==> config.mk <==
export PLATFORM = sky130hd
export DESIGN_NAME = bcd_conv_sched
export DESIGN_NICKNAME = d
export VERILOG_FILES = /design/src/rtl/bcd_conv_sched.sv
export SDC_FILE = /design/constraint.sdc
export NUM_CORES = 1
export LEC_CHECK = 0
export CELL_PAD_IN_SITES_DETAIL_PLACEMENT = 1
export CELL_PAD_IN_SITES_GLOBAL_PLACEMENT = 1
export CORE_MARGIN = 10
export CORE_UTILIZATION = 38
export DETAILED_ROUTE_END_ITERATION = 6
export GPL_TIMING_DRIVEN = 0
export PLACE_DENSITY_LB_ADDON = 0.2
export SYNTH_ARGS = -nofsm -noshare
export SYNTH_HDL_FRONTEND = slang
export SYNTH_SLANG_ARGS = --single-unit
==> constraint.sdc <==
create_clock -name clk -period 6.31 [get_ports clk]
set_input_delay 0.9465 -clock clk [delete_from_list [all_inputs] [get_ports clk]]
set_output_delay 0.9465 -clock clk [all_outputs]
set_load 0.005 [all_outputs]
==> src/rtl/bcd_conv_sched.sv <==
`default_nettype none
// ============================================================================
// Module      : bcd_conv_sched
// Description : Round-robin scheduler that shares one hex2bcd converter among
//               NCH channels. Per-channel requests are latched as pending
//               bits. One channel at a time gets a start pulse with its
//               (clamped to 99) value, and the returned BCD digits are
//               stored in that channel's output register.
// Ports       : clk        - system clock, rising edge
//               rst        - asynchronous reset, active-low
//               req        - per-channel request, sampled every clock
//               din        - packed channel values, ch i at [i*DW +: DW]
//               conv_start - one-cycle start pulse to the converter
//               conv_din   - converter operand, stable from start to done
//               conv_done  - converter completion
//               conv_bcd_h - converter tens digit
//               conv_bcd_l - converter units digit
//               bcd_out    - packed results, ch i = {tens,units} at [i*8 +: 8]
//               ack        - one-cycle pulse when ch i result is written
//               busy       - high whenever the FSM is not idle
//               err        - sticky per-channel timeout flags
// Options     : BCD_SCHED_TIMEOUT_EN - when defined, abandon a conversion
//               after TIMEOUT_CYC cycles in WAIT and flag err for the
//               channel. Otherwise WAIT is unbounded and err is tied to 0.
// Revision    : 1.0 - initial release
// ============================================================================
module bcd_conv_sched #(
   parameter int NCH         = 3,
   parameter int DW          = 7,
   parameter int TIMEOUT_CYC = 64
) (
   input  logic                clk,
   input  logic                rst,
   input  logic [NCH-1:0]      req,
   input  logic [NCH*DW-1:0]   din,
   output logic                conv_start,
   output logic [DW-1:0]       conv_din,
   input  logic                conv_done,
   input  logic [3:0]          conv_bcd_h,
   input  logic [3:0]          conv_bcd_l,
   output logic [NCH*8-1:0]    bcd_out,
   output logic [NCH-1:0]      ack,
   output logic                busy,
   output logic [NCH-1:0]      err
);

   localparam int PW = (NCH > 1) ? $clog2(NCH) : 1;

   typedef enum logic [1:0] {
      S_IDLE  = 2'd0,
      S_ISSUE = 2'd1,
      S_WAIT  = 2'd2,
      S_STORE = 2'd3
   } state_t;

   state_t              r_state;
   state_t              w_state_nxt;
   logic [NCH-1:0]      r_pending;
   logic [NCH-1:0]      w_pend_clr;
   logic [PW-1:0]       r_rr_ptr;
   logic [PW-1:0]       r_gch;
   logic [PW-1:0]       w_grant;
   logic                w_grant_vld;
   logic [PW-1:0]       w_gch_next;
   logic [DW-1:0]       w_din_ch [NCH];
   logic [DW-1:0]       w_din_raw;
   logic [DW-1:0]       w_din_clamp;
   logic [DW-1:0]       r_conv_din;
   logic [NCH*8-1:0]    r_bcd_out;
   logic                w_timeout;

   // ------------------------------------------------------------------------
   // Unpack channel values
   // ------------------------------------------------------------------------
   generate
      for (genvar gi = 0; gi < NCH; gi++) begin : g_unpack
         assign w_din_ch[gi] = din[gi*DW +: DW];
      end
   endgenerate

   // ------------------------------------------------------------------------
   // Round-robin grant: first pending channel at or after rr_ptr, wrapping.
   // The loop walks offsets from high to low so the smallest offset is the
   // last assignment and therefore wins.
   // ------------------------------------------------------------------------
   always_comb begin
      int idx;
      w_grant     = r_rr_ptr;
      w_grant_vld = 1'b0;
      idx         = 0;
      for (int k = NCH - 1; k >= 0; k--) begin
         idx = int'(r_rr_ptr) + k;
         if (idx >= NCH) begin
            idx = idx - NCH;
         end
         if (r_pending[idx[PW-1:0]]) begin
            w_grant     = idx[PW-1:0];
            w_grant_vld = 1'b1;
         end
      end
   end

   // The converter only produces two digits, so larger values saturate.
   assign w_din_raw   = w_din_ch[w_grant];
   assign w_din_clamp = (w_din_raw > DW'(99)) ? DW'(99) : w_din_raw;

   // Pointer to the channel after the current grant, wrapping.
   assign w_gch_next  = (r_gch == PW'(NCH - 1)) ? '0 : r_gch + PW'(1);

   // ------------------------------------------------------------------------
   // Pending request bits: a request in the clearing cycle keeps the bit set.
   // ------------------------------------------------------------------------
   always_comb begin
      w_pend_clr = '0;
      if (r_state == S_ISSUE) begin
         w_pend_clr[r_gch] = 1'b1;
      end
   end

   always_ff @(posedge clk or negedge rst) begin
      if (!rst) begin
         r_pending <= '0;
      end else begin
         r_pending <= (r_pending & ~w_pend_clr) | req;
      end
   end

   // ------------------------------------------------------------------------
   // Optional WAIT timeout
   // ------------------------------------------------------------------------
`ifdef BCD_SCHED_TIMEOUT_EN
   localparam int CW = (TIMEOUT_CYC > 2) ? $clog2(TIMEOUT_CYC) : 1;

   logic [CW-1:0]  r_wcnt;
   logic [NCH-1:0] r_err;

   // Held at zero outside WAIT, so every WAIT entry starts counting from 0.
   always_ff @(posedge clk or negedge rst) begin
      if (!rst) begin
         r_wcnt <= '0;
      end else if (r_state != S_WAIT) begin
         r_wcnt <= '0;
      end else begin
         r_wcnt <= r_wcnt + CW'(1);
      end
   end

   // A done arriving on the last allowed cycle still completes normally.
   assign w_timeout = (r_state == S_WAIT) && !conv_done &&
                      (r_wcnt == CW'(TIMEOUT_CYC - 1));

   always_ff @(posedge clk or negedge rst) begin
      if (!rst) begin
         r_err <= '0;
      end else if (w_timeout) begin
         r_err[r_gch] <= 1'b1;
      end
   end

   assign err = r_err;
`else
   assign w_timeout = 1'b0;
   assign err       = '0;
`endif

   // ------------------------------------------------------------------------
   // FSM state register and datapath registers
   // ------------------------------------------------------------------------
   always_ff @(posedge clk or negedge rst) begin
      if (!rst) begin
         r_state    <= S_IDLE;
         r_rr_ptr   <= '0;
         r_gch      <= '0;
         r_conv_din <= '0;
         r_bcd_out  <= '0;
      end else begin
         r_state <= w_state_nxt;

         // The operand is captured while entering ISSUE so it is already
         // valid alongside the start pulse and holds until the next grant.
         if (r_state == S_IDLE && w_grant_vld) begin
            r_gch      <= w_grant;
            r_conv_din <= w_din_clamp;
         end

         // Result is written on the done edge so bcd_out and ack appear in
         // the same (STORE) cycle.
         if (r_state == S_WAIT && conv_done) begin
            r_bcd_out[r_gch*8 +: 8] <= {conv_bcd_h, conv_bcd_l};
         end

         if (r_state == S_STORE || w_timeout) begin
            r_rr_ptr <= w_gch_next;
         end
      end
   end

   // ------------------------------------------------------------------------
   // FSM next state and outputs
   // ------------------------------------------------------------------------
   always_comb begin
      w_state_nxt = r_state;
      conv_start  = 1'b0;
      ack         = '0;
      busy        = 1'b1;
      case (r_state)
         S_IDLE: begin
            busy = 1'b0;
            if (w_grant_vld) begin
               w_state_nxt = S_ISSUE;
            end
         end
         S_ISSUE: begin
            conv_start  = 1'b1;
            w_state_nxt = S_WAIT;
         end
         S_WAIT: begin
            if (conv_done) begin
               w_state_nxt = S_STORE;
            end else if (w_timeout) begin
               w_state_nxt = S_IDLE;
            end
         end
         S_STORE: begin
            ack[r_gch]  = 1'b1;
            w_state_nxt = S_IDLE;
         end
         default: begin
            w_state_nxt = S_IDLE;
         end
      endcase
   end

   assign conv_din = r_conv_din;
   assign bcd_out  = r_bcd_out;

endmodule
`default_nettype wire

---- Yosys cells after proc, flatten, opt, wreduce, memory -nomap -nowiden ----
Index checks and enable logic that the tools add are counted.
word-level totals
  bits in registers ....................... 40
  bits of input ports ..................... 35
  output and inout bits ................... 39
operators by class
  add/sub/neg operators ................... 7
  $lt $le $gt $ge ......................... 10
  equality and inequality tests ........... 6
  shifts and indexed selects .............. 2
  muxes and demuxes ....................... 30
  bitwise gates (word level) .............. 4
  reduce and logical (&&, ||, !) cells .... 5
operator list
  cell                                                    count
  negation 5 -> 34 bit                                    1
  variable shift 8 x 34 -> 24 bit (first input constant)  1
  variable part select 8 x 34 -> 24 bit                   1
  bitwise mux 24 bit                                      1
  two-way mux 7 bit                                       3
  two-way mux 2 bit                                       9
  binary-select mux 7 bit (select 2 bit)                  1
  < comparator 2 x 3 -> 1 bit (second input constant)     4
  two-way mux 1 bit                                       9
  one-hot mux 2 bit (4 select lines)                      1
  greater-than comparator 7 bit (second input constant)   1
  binary-select mux 1 bit (select 2 bit)                  3
  equality test 2 bit (second input constant)             3
  >= comparator 3 x 2 -> 1 bit (second input constant)    2
  two-way mux 3 bit                                       2
  subtractor 2 bit (second input constant)                3
  inequality test 2 bit (second input constant)           2
  adder 2 x 1 -> 3 bit (second input constant)            1
  adder 2 x 2 -> 3 bit (second input constant)            1
  AND 3 bit                                               1
  >= comparator 3 bit (second input constant)             1
  logical AND 1 bit                                       3
  NOT 2 -> 3 bit                                          1
  NOT 3 bit                                               1
  8 further kinds                                         8

---- Logic depth before layout (Yosys ltp) ----
  word-level depth ........................ 14
  gate-level depth with buffers ........... 10
  depth with buffers taken out ............ 8

---- Worst setup path after synthesis ----
No wires, ideal clock.
  kind .................................... reg-to-reg
  from .................................... register r_rr_ptr[0]
  to ...................................... register r_conv_din[2] (netlist: conv_din[2])
  setup time .............................. 0.092 ns
  arrival time ............................ 2.447 ns
  required time ........................... 6.218 ns
  setup slack ............................. 3.771 ns
  stages on the path, launching flop included .. 10
  path buffers ............................ 1
  clock period less this slack ............ 2.539 ns
  cells stage by stage .................... dfrtp_1 -> inv_1 -> ha_1 -> mux2_1 -> a222oi_1 -> o21a_1 -> buf_6 -> a211oi_2 -> or3_4 -> o31ai_2
on the way
  word-level cells in the longest chain between the ends .. 14
RTL lines
  element                                                           line    RTL
  from (decl)                                                       60      logic [PW-1:0] r_rr_ptr;
  from (signal assigned)                                            193     r_rr_ptr <= w_gch_next;
  adder 2 x 2 -> 3 bit                                              92      idx = int'(r_rr_ptr) + k;
  >= comparator 3 x 2 -> 1 bit or subtractor 2 bit (tied branches)  93, 94
  two-way mux 2 bit                                                 93      if (idx >= NCH) begin
  binary-select mux 1 bit (select 2 bit)                            96      if (r_pending[idx[PW-1:0]]) begin
  two-way mux 1 bit (implied by the code)                           96
  two-way mux 2 bit (3 in a row)                                    96
  NOT 2 -> 3 bit (implied by the code)                              104     assign w_din_raw = w_din_ch[w_grant];
  binary-select mux 7 bit (select 2 bit)                            104
  two-way mux 7 bit (implied by the code) (2 in a row)              104
  greater-than comparator 7 bit                                     105     assign w_din_clamp = (w_din_raw > DW'(99)) ? DW'(99) : w_din_raw;
  two-way mux 7 bit                                                 105
  to (signal assigned)                                              183     r_conv_din <= w_din_clamp;
  to (decl)                                                         68      logic [DW-1:0] r_conv_din;
Several ways; a longest one is shown, not always the timed one. The select of a mux whose other input is x is not followed.
A chain may end at the register's enable or synchronous reset.

---- Worst setup path after layout ----
  from .................................... register r_rr_ptr[0]
  to ...................................... register r_conv_din[1] (netlist: conv_din[1])
Same word-level chain as after synthesis.

==> summary.md <==
| Metric | Value |
|---|---|
| Chip Height | between 90 and 100 um |
| Setup Skew | 0.00199 ns |
| Core Footprint | roughly 5600 um2 |
| Combinational family with the most area after synthesis | compound AO/OA/AOI/OAI gates |
| Max Clk Rate | around 340 MHz |
| PortBufs | 70 |
| Final setup vio count | 0 |
| Total power | ~0.0014 W |
| DR DRC count | 0 |
| GPL Wtd Cong | ~0.80 |
| Register area share after synthesis | 45.0% |
| Largest net degree at the start of global routing | 41 |
| Most frequent cells in the layout | clkdlybuf4s50_1 (69), dfrtp_1 (40), a22o_1 (25) |
| Critical path peak fanout | 9 |
| Crit-path slowest cell | a2111oi_1 |
| Simple-Gate Fraction of Synth Area | 11.8% |
| Share of cells above drive strength 1 | 10.2% |
| Top FF cell, synth | dfrtp_1 |
| FF+latch count, synth | 40 |
| Initial antenna violation count | 0 |
| Fraction of registers with async set/reset | 100% |
| XOR/XNOR share of the synthesized area | 0% |
| Status | complete, no violations |
| Critical Path RT | 6.52 ns |
| Fin. Hold Viols | 0 |
| Mux contribution to synthesized area | 4.33% |
| CP Launch Type | flip-flop |
| Lkg Pwr | 1.37 nW |
| CTS buffer count | 5 |
| Via count | ~2000 |
| Area growth syn-to-layout | 42.2% |
| H-tree depth | 2 |
| Vias in the first global route | between 2000 and 2500 |
| Clock transition at path regs | 0.08 ns |
| CP bufs+invs | 1 |
| Ant diodes | 0 |
| Synthesis Warnings | 0 |
| Worst EP arrival | 3.14 ns |
| Post-synthesis compound-gate area fraction | 26.7% |
| Worst path max stage delay | between 0.4 and 0.5 ns |
| TritonCTS clock tree | built |
| Most common cell after layout, fill and taps aside | clkdlybuf4s50_1 |
| Post-cts resize count | 0 |
| Sink Count | 40 |
| Max Cap Viol | 0 |
| Root Buffer Master | clkbuf_8 |
| Antenna Violating Nets Remaining | 0 |
| Cell class contributing the biggest share of worst-path delay | compound AO/OA/AOI/OAI gates |
| Hpwl dp | 5450 um |
| Synth unique cells | 50 |
| Initial DRT Pass Iterations | 4 |
| Setup crit end kind | flip-flop |
| Starting density of the core | 39.7% |
| Hold Crit Class | flip-flop to flip-flop |
| Max Slew Vio Count | 0 |
| Post-CTS Setup Repair Bufs | 0 |
| Kind of critical path | flip-flop to flip-flop |
| Critical Path, Cell by Cell | inv_1, ha_1, mux2_1, a222oi_1, o21ai_1, a2111oi_1, o32ai_1, a21oi_1 |
| Minimum clock period | 2.93 ns |
| Fin Setup TNS | 0 ns |
| Synth Area per Inst | 11.0 um2 |
| Layout Nets | 330 |
| Mapped cell area | ~2200 um2 |
| Clock Latency Late Sink | approximately 0.29 ns |
| Adder-cell share of the synthesized area | 7.31% |
| Crit share post-route | 46.4% |
| EDFF count, synth | 0 |
| Via density | 5.56 |
| Worst rel slew slack | between 40% and 50% |
| Clock Path Buffers | 2 |
| Total track usage | 15.5% |
| Transition time at the pin with the least slew margin | 0.899 ns |
| Hold_buf cts | 0 |
| Die area | between 9000 and 10000 um2 |
| Starting DRT DRC Count | 72 |
| Maximum VDD drop | 0.000186 V |
| Power Density | 446 nW/um2 |
| Die X | 96.5 um |
| WL final | around 7100 um |
| Synth Instances | 203 |
| Wire length per cell | ~20 um |
| IO Pins | 74 |
| RSZ-0062 raised after global routing | no |
| # rows | 27 |
| GR Overflow Total | 0 |
| Global-route wire length before repair | 11300 um |
## registers in the layout, indices dropped and copies added, names as in the netlist
signal and cells:
r_rr_ptr 2, r_pending 3, bcd_out 24, r_gch 2, conv_din 7, r_state 2
## where the power goes
part	switching, W	leakage, nW	internal, W	total [W]
registers	0.0000665	0.518	0.000339	0.000406
clock network	0.0000879	0.0645	0.000140	0.000227
logic	0.000394	0.785	0.000383	0.000776
## synthesized netlist by cell type (4+ instances only)
cell type | number | area (um2)
dfrtp_1 | 40 | 1000
nand2_1 | 17 | 63.8
ha_1 | 13 | 163
inv_1 | 13 | 48.8
a21oi_1 | 7 | 35.0
nand2b_1 | 4 | 25.0
a22oi_1 | 4 | 30.0
a22o_1 | 25 | 219
a21o_1 | 5 | 37.5
nand3_1 | 7 | 35.0
o21ai_1 | 4 | 20.0
nor3_1 | 5 | 25.0
## stage by stage
stage / worst slack [ns] / std cells / instance area, um2 / util [%] / hold slack, ns
5_1_grt: 3.06 / 355 / 3160 / 56.4 / 0.529
6_report: 3.38 / 355 / 3160 / 56.4 / 0.495
4_1_cts: 3.36 / 355 / 3160 / 56.4 / 0.498
2_1_floorplan: 3.77 / 205 / 2230 / - / 0.474
3_3_place_gp: 2.60 / 347 / 3020 / 53.9 / 0.475
3_5_place_dp: 3.28 / 347 / 3040 / 54.1 / 0.480
## layout make-up
cell class	count	area, um2
tap	72	90.1
timing repair buffer	70	696
clock inverter	1	30.0
clock buffer	7	96.3
buffer	8	57.6
fill	630	2440
inverter	13	48.8
multi-input combinational	144	1140
sequential	40	1000
## cell families after synthesis
kind of cell,after synthesis
mux,8
buf+inv,21
simple gates,49
other cells,1
compound gates,71
fa+ha+maj,13
flops,40
## path summary, 6_finish.rpt
check                            startpoint     endpoint  slack [ns]  depth (start not counted)
worst max-delay path            r_rr_ptr[0]  conv_din[1]        3.38                          8
worst min-delay path            conv_din[3]  conv_din[3]        0.50                          2
worst max register to register  r_rr_ptr[0]  conv_din[1]        3.38                          8
worst min register to register  conv_din[3]  conv_din[3]        0.50                          2
max in group asynchronous               rst  bcd_out[14]        4.97                          1
min in group asynchronous               rst   r_state[1]        0.78                          1
## per-layer routing
| metal | track usage, % | vias to the layer above | part of all wire, % |
|---|---|---|---|
| met5 | 0 | - | 0 |
| met4 | 3.03 | 0 | 0.62 |
| met3 | 6.48 | 6 | 8.6 |
| met2 | 25.2 | 77 | 47 |
| met1 | 18.8 | 971 | 44 |
| li1 | - | 920 | - |
## worst reg2reg max path: cells and delay by family (launching register included)
kind / cells / cell delay [ns]
fa+ha+maj: 1 / 0.42
flops: 1 / 0.36
buf+inv: 1 / 0.09
mux: 1 / 0.37
compound gates: 5 / 1.61
(Power assumes the default switching activity.)
